--- src/rtl/rr_priority_arbiter_pkg.sv ---
// Shared types and helpers for the round-robin / fixed-priority arbiter.
package rr_arb_pkg;

  typedef enum logic {
    ST_IDLE,
    ST_GRANT
  } state_t;

  // Ceiling log2 for parameter elaboration; clog2(1) = 0
  function automatic int unsigned clog2(input int unsigned v);
    int unsigned r;
    r = 0;
    for (int unsigned i = 0; i < 32; i++) begin
      if ((64'd1 << i) < 64'(v)) r = i + 1;
    end
    return r;
  endfunction

endpackage

--- src/rtl/rr_priority_arbiter_pick.sv ---
// Combinational rotating priority picker: rotate req so ptr lands on the
// top index, take the highest set bit, then map it back to a real index.
module rr_priority_pick #(
  parameter int N   = 4,
  parameter int IDW = 2
) (
  input  logic [N-1:0]   req,
  input  logic [IDW-1:0] ptr,
  output logic [N-1:0]   win,
  output logic [IDW-1:0] win_id,
  output logic           found
);

  localparam int unsigned NU = N;

  logic [N-1:0] rot;
  int unsigned  src;
  int unsigned  j_win;

  // Rotate, highest-index encode, un-rotate
  always_comb begin
    rot    = '0;
    j_win  = 0;
    found  = 1'b0;
    win    = '0;
    win_id = '0;
    src    = 0;
    for (int unsigned j = 0; j < NU; j++) begin
      src = j + 32'(ptr) + 1;
      if (src >= NU) src = src - NU;
      rot[j] = req[IDW'(src)];
    end
    for (int unsigned j = 0; j < NU; j++) begin
      if (rot[j]) begin
        found = 1'b1;
        j_win = j;
      end
    end
    src = j_win + 32'(ptr) + 1;
    if (src >= NU) src = src - NU;
    if (found) begin
      win[IDW'(src)] = 1'b1;
      win_id         = IDW'(src);
    end
  end

endmodule

--- src/rtl/rr_priority_arbiter.sv ---
// Registered-grant arbiter with fixed/round-robin modes and a hold limit.
module rr_priority_arbiter
  import rr_arb_pkg::*;
#(
  parameter int N        = 4,
  parameter int IDW      = 2,
  parameter int MAX_HOLD = 8
) (
  input  logic           clk,
  input  logic           rst,
  input  logic [N-1:0]   req,
  input  logic           rr_en,
  output logic [N-1:0]   gnt,
  output logic [IDW-1:0] gnt_id,
  output logic           gnt_valid
);

  localparam int unsigned HW_RAW = clog2(32'(MAX_HOLD) + 1);
  localparam int unsigned HW     = (HW_RAW < 1) ? 1 : HW_RAW;

  state_t         state;
  logic [IDW-1:0] ptr;
  logic [IDW-1:0] pick_ptr;
  logic [HW-1:0]  hold_cnt;
  logic           owner_req;
  logic           timeout;
  logic [N-1:0]   arb_req;
  logic [N-1:0]   win;
  logic [IDW-1:0] win_id;
  logic           found;

  // Index just below w (wrapping), so w becomes lowest priority next time
  function automatic logic [IDW-1:0] prev_id(input logic [IDW-1:0] w);
    return (w == '0) ? IDW'(N - 1) : (w - IDW'(1));
  endfunction

  // Owner status, timeout detection and arbitration inputs
  always_comb begin
    owner_req = |(req & gnt);
    timeout   = (state == ST_GRANT) && owner_req && (MAX_HOLD != 0) &&
                (hold_cnt == HW'(MAX_HOLD));
    arb_req   = timeout ? (req & ~gnt) : req;
    pick_ptr  = rr_en ? ptr : IDW'(N - 1);
  end

  rr_priority_pick #(
    .N   (N),
    .IDW (IDW)
  ) u_pick (
    .req    (arb_req),
    .ptr    (pick_ptr),
    .win    (win),
    .win_id (win_id),
    .found  (found)
  );

  // Grant FSM, rotation pointer, hold counter and output registers
  always_ff @(posedge clk) begin
    if (rst) begin
      state     <= ST_IDLE;
      gnt       <= '0;
      gnt_id    <= '0;
      gnt_valid <= 1'b0;
      ptr       <= IDW'(N - 1);
      hold_cnt  <= '0;
    end else begin
      case (state)
        ST_IDLE: begin
          if (found) begin
            state     <= ST_GRANT;
            gnt       <= win;
            gnt_id    <= win_id;
            gnt_valid <= 1'b1;
            hold_cnt  <= HW'(1);
            ptr       <= prev_id(win_id);
          end
        end
        ST_GRANT: begin
          if (owner_req && !timeout) begin
            if (MAX_HOLD != 0) hold_cnt <= hold_cnt + HW'(1);
          end else if (found) begin
            gnt       <= win;
            gnt_id    <= win_id;
            gnt_valid <= 1'b1;
            hold_cnt  <= HW'(1);
            ptr       <= prev_id(win_id);
          end else if (owner_req) begin
            // Timed out with nobody else waiting: re-grant the owner in place
            hold_cnt  <= HW'(1);
            ptr       <= prev_id(gnt_id);
          end else begin
            state     <= ST_IDLE;
            gnt       <= '0;
            gnt_id    <= '0;
            gnt_valid <= 1'b0;
            hold_cnt  <= '0;
          end
        end
        default: begin
          state <= ST_IDLE;
        end
      endcase
    end
  end

endmodule

--- config.mk ---
export PLATFORM = sky130hd
export DESIGN_NAME = rr_priority_arbiter
export DESIGN_NICKNAME = d
export VERILOG_FILES = /design/src/rtl/rr_priority_arbiter_pkg.sv /design/src/rtl/rr_priority_arbiter_pick.sv /design/src/rtl/rr_priority_arbiter.sv
export SDC_FILE = /design/constraint.sdc
export NUM_CORES = 1
export LEC_CHECK = 0
export CORE_MARGIN = 5
export CORE_UTILIZATION = 50
export CTS_BUF_LIST = sky130_fd_sc_hd__clkbuf_2 sky130_fd_sc_hd__clkbuf_4 sky130_fd_sc_hd__clkbuf_8
export DETAILED_ROUTE_END_ITERATION = 8
export PLACE_DENSITY_LB_ADDON = 0.05
export SLEW_MARGIN = 20
export SYNTH_ARGS = -nofsm -noshare
export SYNTH_HDL_FRONTEND = slang
export SYNTH_SLANG_ARGS = --single-unit
--- constraint.sdc ---
create_clock -name clk -period 8.4 [get_ports clk]
set_clock_uncertainty 0.2 [all_clocks]
set_input_delay 1.68 -clock clk [delete_from_list [all_inputs] [get_ports clk]]
set_output_delay 1.68 -clock clk [all_outputs]
set_load 0.1 [all_outputs]
==> summary.md, run 1 <==
| Metric | Value |
|---|---|
| GRT Total Usage | 17.5% |
| R2R Path Start | hold_cnt[0] |
| Share of total power in combinational logic | 60.2% |
| Fill count | 183 |
| Starting density of the core | 51.2% |
| WL per Instance | 13.9 um |
| Postcts setup bufs | 0 |
| Top cells by area, synth | dfxtp_1 (29%), nand2_1 (5.8%), ha_1 (5.1%), a21oi_1 (3.6%), a22o_1 (3.6%) |
| Row Count | 16 |
| Cell mode on critical path | xnor2_1 |
| CTS tree | done |
| Normalized max-slew margin | 35.1% |
| Slew Viols, Final | 0 |
| H-Tree Depth | 1 |
| CP Max Fanout | 6 |
| Initial antenna violation count | 0 |
| Layout cell share with drive strength beyond 1 | 10.6% |
| Final WL | 2.20 mm |
| Diode count | 0 |
| Port buffer count | 13 |
| Clock slew at the register clock pins of the worst setup and hold paths | 80 ps |
| CORE AREA | 1900 um2 |
| Worst slew pin tran | 970 ps |
| Buf/Inv on CP | 1 |
| I/O pins | 14 |
| Status | finished, final reports clean |
| Sequential fraction of the synthesis area | 28.8% |
| Switch share | 53.2% |
| Period minus WS final | 4190 ps |
| Startpoint types | primary input |
| NumNets Final | 145 |
| Flop2flop setup slack | 5140 ps |
| EDFF count, synth | 0 |
| First-pass GRT wire length | 3.75 mm |
| Synth top cells by count | nand2_1 (15), dfxtp_1 (14), nor2_1 (9), inv_1 (8), a21oi_1 (7) |
| Pint | 0.172 mW |
| CTS Hold Buffers Added | 0 |
| CTS root buffer | clkbuf_4 |
| Grt total ovfl | 0 |
| Drt first pass iters | 4 |
| Crit Reg-Reg Endpoint | ptr[1] |
| Vias | 918 |
| Setup violators final | 0 |
| Largest net degree at the start of global routing | 13 |
| Largest area contributor in the netlist | dfxtp_1 |
| Post-Syn Nets | 131 |
| Vias/cell | 5.77 |
| Clk Latency, worst-skew pair | 280 ps |
| Clock group share of total power | 9.9% |
| Worst setup margin | 4210 ps |
| Number of global-route vias before repair | 846 |
| Setup TNS | 0 ps |
| Unrepaired setup endpoints after global routing | false |
| Hold path endpoint | gnt_valid |
| Worst Setup End Kind | flop |
| Sequential Power Share | 29.9% |
| Largest stage delay, worst path | 570 ps |
| Pwr Density | 326 nW/um2 |
| Slowest-stage cell, CP | clkdlybuf4s50_1 |
| Fmax | 0.238 GHz |
| Remaining DRCs | 0 |
| Worst EP required | 8370 ps |
| Hold Vio Cnt, Final | 0 |
| Die Y | 54.1 um |
| Hold path startpoint | gnt_valid |
| Cell Area, Synth | 973 um2 |
| Synth-to-Final Area Change | 15.7% |
| DRT iter0 DRCs | 20 |
| Syn Inst Count | 120 |
| Hpwl dp | 1.73 mm |
| Post-synthesis cell type count | 41 |
| Asr flop ratio synth | 0% |
| CTS max path bufs | 2 |
| Max-cap viol count | 0 |
| Seq. cell area | 280 um2 |
| Crit-path leading delay family | compound AO/OA/AOI/OAI gates |
| Antenna Violating Nets Remaining | 0 |
| Worst vdd ir | 0.000260 V |
| Hold Crit Class | reg -> reg |
| CTS Buf Count | 3 |
| Crit share post-route | 49.9% |
| Pleak | 0.452 nW |
| R2r worst-path depth | 13 |
| Yosys top cell area share | 28.8% |
| Crit path cell chain | clkdlybuf4s50_1 > nand2b_1 > nand2_1 > o21ai_0 > nor2b_1 > a2111oi_0 > o2bb2ai_1 > ha_1 > xnor2_1 > xnor2_1 > a31o_1 |
| Die outline area | 2930 um2 |
| Cts repair resizes | 0 |
| Routability Congestion | 0.917 |
| Avg Cell Area, Syn | 8.11 um2 |
| Ys flop type | dfxtp_1 |
| Critical path arrival | 4160 ps |
| Chip Width | 54.1 um |
| Most common cell in the netlist | nand2_1 |
| Yosys reg bits | 14 |
| Hold Path Depth | 2 |
| Clock Sinks | 14 |
| Multi-input logic area | 629 um2 |
| Warning count from the yosys run | 0 |
| Worst slack, placed | 3940 ps |
| Critical path type | in -> reg |
| Switching power total | 0.195 mW |
[worst reg2reg max path, stage by stage, from the launching register on]
cell	delay (ps)
dfxtp_1	360
inv_1	70
ha_1	150
and4b_1	440
a21oi_1	200
nand2_1	100
o21ai_0	110
nor2b_1	150
a2111oi_0	400
o2bb2ai_1	170
ha_1	310
xnor2_1	170
xnor2_1	130
a31o_1	200
[logic make-up after synthesis]
group / synth area share, %
AO/OA/AOI/OAI: 31.9
XOR/XNOR: 3.60
adder cells (fa/ha/maj): 5.14
buffers and inverters: 6.56
flip-flops: 28.8
AND/OR/NAND/NOR: 24.0
[metal layers]
layer / wire length [um] / GRT usage, % / vias to the layer above
met5: 0 / 0 / -
met4: 25 / 5.81 / 0
met3: 99 / 3.88 / 4
met2: 1050 / 27.9 / 25
met1: 1030 / 23.1 / 429
li1: - / - / 460
[sequential cells by signal (all words and copies together) (netlist names)]
| name | cells |
|---|---|
| gnt | 4 |
| hold_cnt | 4 |
| gnt_id | 2 |
| ptr | 2 |
| gnt_valid | 1 |
| state | 1 |
[worst max path at each step]
stage,from,endpoint,slack [ps],cells after the start
4_1_cts,rr_en,ptr[1],4240,11
3_5_place_dp,rr_en,ptr[1],3940,11
3_3_place_gp,rr_en,ptr[1],4080,11
5_1_grt,rr_en,gnt[3],4100,10
2_1_floorplan,req[1],ptr[1],4710,11
6_report,rr_en,ptr[1],4210,11
[cells in the final DEF (no fill, tap or decap), types with 4 or more instances in the layout]
cell type and n:
clkdlybuf4s50_1 13, o21ai_0 5, nand2_1 15, nor2_1 9, a21oi_1 7, a22o_1 4
dfxtp_1 14, inv_1 8, ha_1 4, nor2b_1 4, o21ai_1 5
[area by class of cell]
cell class	count	share of cell area, %
tap	27	3.00
multi-input combinational	94	55.9
clock buffer	3	2.00
inverter	8	2.67
sequential	14	24.9
timing repair buffer	13	11.6
[stage by stage]
stage	power (mW)	utilization (%)	cell area (um2)	std cells	hold WS, ps
global placement	0.328	58.0	1100	156	268
floorplan	0.282	-	973	120	272
detailed placement	0.331	58.0	1100	156	270
global route	0.393	59.2	1130	159	320
CTS	0.369	59.2	1130	159	283
finish	0.367	59.2	1130	159	284
[power by group through the flow]
stage               Clock (mW)  Combinational, mW  Sequential, mW
CTS                     0.0380              0.222           0.110
global route            0.0409              0.238           0.114
detailed placement           0              0.220           0.111
global placement             0              0.218           0.110
finish                  0.0365              0.221           0.110
floorplan                    0             0.0970           0.185
Power figures use the tool's default switching activity.
==> run 2, diff against run 1 <==
==> constraint.sdc (replaced) <==
create_clock -name clk -period 4.01 [get_ports clk]
set_clock_uncertainty 0.2 [all_clocks]
set_input_delay 0.802 -clock clk [delete_from_list [all_inputs] [get_ports clk]]
set_output_delay 0.802 -clock clk [all_outputs]
set_load 0.1 [all_outputs]
==> results of run 2 <==
Same layout as run 1 (identical final DEF). Status: finished, final reports clean.
Among the figures that moved: setup slack after placement 3940 ps -> 431 ps; setup slack after layout 4210 ps -> 694 ps; register-to-register setup slack 5140 ps -> 750 ps; total power 0.367 mW -> 0.770 mW; worst IR drop on VDD 0.000260 V -> 0.000544 V
==> run 3, diff against run 2 <==
==> constraint.sdc (replaced) <==
create_clock -name clk -period 3.35 [get_ports clk]
set_clock_uncertainty 0.2 [all_clocks]
set_input_delay 0.67 -clock clk [delete_from_list [all_inputs] [get_ports clk]]
set_output_delay 0.67 -clock clk [all_outputs]
set_load 0.1 [all_outputs]
==> run 3 against run 2 <==
Compared with the run above: worst hold slack better by 5.8 ps; total power is 18% higher; sequential cell count stayed put; combinational power is 17% higher; sequential share of layout area hardly changed; cell count is 1.3% higher; critical path depth is 2 higher; wire length is 1.1% higher; final area is 0.11% lower; die area stayed put; core utilization is 0.066 points lower; clock power is 23% higher; critical endpoint unchanged; largest cell class unchanged.
==> summary.md, run 3 (synthesis results as in run 1) <==
| Metric | Value |
|---|---|
| Hpwl dp | 1.77 mm (+2.5%) |
| Vias/cell | 5.78 (+0.16%) |
| Clock slew at the register clock pins of the worst setup and hold paths | 80 ps (about the same) |
| Starting density of the core | 51.2% (unchanged) |
| Fmax | 0.325 GHz |
| Remaining DRCs | 0 (unchanged) |
| Largest stage delay, worst path | 400 ps (-170 ps) |
| WL per Instance | 13.8 um (-0.12%) |
| Worst EP required | 3320 ps |
| Sequential Power Share | 30.1% (+0.2 points) |
| Cell Area, Placed | 1100 um2 (-0.23%) |
| Hold Vio Cnt, Final | 0 (unchanged) |
| Share of total power in combinational logic | 59.6% (-0.6 points) |
| Worst vdd ir | 0.000494 V |
| R2R Path Start | hold_cnt[0] |
| Layout cell share with drive strength beyond 1 | 17.9% (+7.3 points) |
| Most frequent cells in the layout | nand2_1 (15), dfxtp_1 (14), nor2_1 (9), buf_4 (9), inv_1 (8) |
| Final core utilization | 59.1% (-0.066 points) |
| Routability Congestion | 0.900 |
| Die Y | 54.1 um (unchanged) |
| Diode count | 0 (unchanged) |
| Pint | 0.423 mW |
| Final WL | 2.23 mm (+1.1%) |
| Max-cap viol count | 0 (unchanged) |
| Die outline area | 2930 um2 (unchanged) |
| CTS Buf Count | 3 (unchanged) |
| CTS max path bufs | 2 (unchanged) |
| Port buffer count | 13 (unchanged) |
| Clk Latency, worst-skew pair | 280 ps (about the same) |
| Largest net degree at the start of global routing | 13 (unchanged) |
| Postcts setup bufs | 0 (unchanged) |
| Pleak | 0.473 nW (+4.5%) |
| Drt first pass iters | 4 (unchanged) |
| Clock Sinks | 14 (unchanged) |
| Chip Width | 54.1 um (unchanged) |
| CORE AREA | 1900 um2 (unchanged) |
| Unrepaired setup endpoints after global routing | false |
| Startpoint types | flop |
| Critical path arrival | 3050 ps |
| Crit Reg-Reg Endpoint | ptr[1] |
| Fin cells | 161 (+1.3%) |
| Fill count | 180 (-1.6%) |
| Synth-to-Final Area Change | 15.6% |
| CP Max Fanout | 7 (+1) |
| Number of global-route vias before repair | 894 (+5.7%) |
| Most common cell after layout, fill and taps aside | nand2_1 |
| Critical path type | reg -> reg |
| Row Count | 16 (unchanged) |
| CTS tree | done |
| Slowest-stage cell, CP | a2111oi_0 |
| Initial antenna violation count | 0 (unchanged) |
| Pwr Density | 811 nW/um2 |
| Status | finished, final reports clean |
| Switching power total | 0.490 mW |
| Worst slew pin tran | 581 ps (-389 ps) |
| Crit path from | hold_cnt[0] |
| First-pass GRT wire length | 3.77 mm (+0.56%) |
| Setup violators final | 0 (unchanged) |
| DRT iter0 DRCs | 36 (+80%) |
| R2r worst-path depth | 13 (unchanged) |
| Worst Setup End Kind | flop |
| Vias | 931 (+1.4%) |
| Biggest regs | gnt: 4 flops, hold_cnt: 4 flops |
| DP Cell Count | 158 (+1.3%) |
| CP endpoint | ptr[1] |
| Fin area | 1120 um2 (-0.11%) |
| Flop2flop setup slack | 270 ps |
| Crit share post-route | 91.8% |
| Antenna Violating Nets Remaining | 0 (unchanged) |
| I/O pins | 14 (unchanged) |
| Crit path cell chain | inv_1 > ha_1 > and4b_2 > a21oi_1 > nand2_1 > o21ai_0 > nor2b_1 > a2111oi_0 > o2bb2ai_1 > ha_1 > xnor2_1 > xnor2_1 > a31o_1 |
| Cts repair resizes | 0 (unchanged) |
| Normalized max-slew margin | 61.0% (+26 points) |
| Setup TNS | 0 ps (unchanged) |
| Clock group share of total power | 10.3% (+0.4 points) |
| CTS root buffer | clkbuf_4 |
| H-Tree Depth | 1 (unchanged) |
| Grt total ovfl | 0 (unchanged) |
| NumNets Final | 147 (+1.4%) |
| Slew Viols, Final | 0 (unchanged) |
| Hold Crit Class | reg -> reg |
| CTS Hold Buffers Added | 0 (unchanged) |
| Period minus WS final | 3080 ps |
| Switch share | 53.7% |
| GRT Total Usage | 17.6% (+0.097 points) |
-- run 3: cell types whose count changed in the layout (fill, tap and decap cells not counted) --
| cell | before | now |
|---|---|---|
| and4b_1 | 1 | 0 |
| clkdlybuf4s50_1 | 13 | 6 |
| buf_4 | 0 | 9 |
| and4b_2 | 0 | 1 |
-- run 3: worst min path at each step --
stage / start / end / cells past startpoint
2_1_floorplan: hold_cnt[3] / hold_cnt[3] / 2
3_3_place_gp: gnt_valid / gnt_valid / 2
3_5_place_dp: gnt_valid / gnt_valid / 2
4_1_cts: gnt_valid / gnt_valid / 2
5_1_grt: gnt_valid / gnt_valid / 2
6_report: gnt_valid / gnt_valid / 2
-- run 3: per-layer routing --
metal / up-vias / share of wire (%) / GRT usage [%]
met5: - / 0 / 0
met4: 0 / 1.4 / 7.88
met3: 4 / 6.0 / 3.88
met2: 36 / 46 / 26.7
met1: 431 / 46 / 23.6
li1: 460 / - / -
-- run 3: worst max-delay path: cells and delay by family (launching register included) --
family | cells | cell delay [ps]
flip-flops | 1 | 350
AO/OA/AOI/OAI | 5 | 1020
buffers and inverters | 1 | 70
XOR/XNOR | 2 | 280
adder cells (fa/ha/maj) | 2 | 460
AND/OR/NAND/NOR | 3 | 580
-- run 3: area by class of cell --
cell class	count	area [um2]	area share (%)
inverters	8	30.0	2.67
repair buffers	15	128	11.3
clock buffers	3	22.5	2.00
flip-flops and latches	14	280	24.9
well taps	27	33.8	3.00
multi-input cells	94	631	56.1
-- run 3: power by group through the flow --
stage | sequential (mW) | combinational [mW] | clock, mW
global placement | 0.277 | 0.540 | 0
global route | 0.286 | 0.584 | 0.103
CTS | 0.274 | 0.546 | 0.0968
detailed placement | 0.278 | 0.544 | 0
floorplan | 0.464 | 0.243 | 0
finish | 0.274 | 0.544 | 0.0941
-- run 3: per-stage QoR --
step | total power [mW] | setup WS, ps | hold slack, ps
after CTS | 0.917 | 178 | 293
final | 0.912 | 274 | 289
after global routing | 0.973 | 27.2 | 332
after detailed placement | 0.822 | 21.2 | 280
after global placement | 0.817 | 122 | 268
after floorplan | 0.708 | 230 | 272
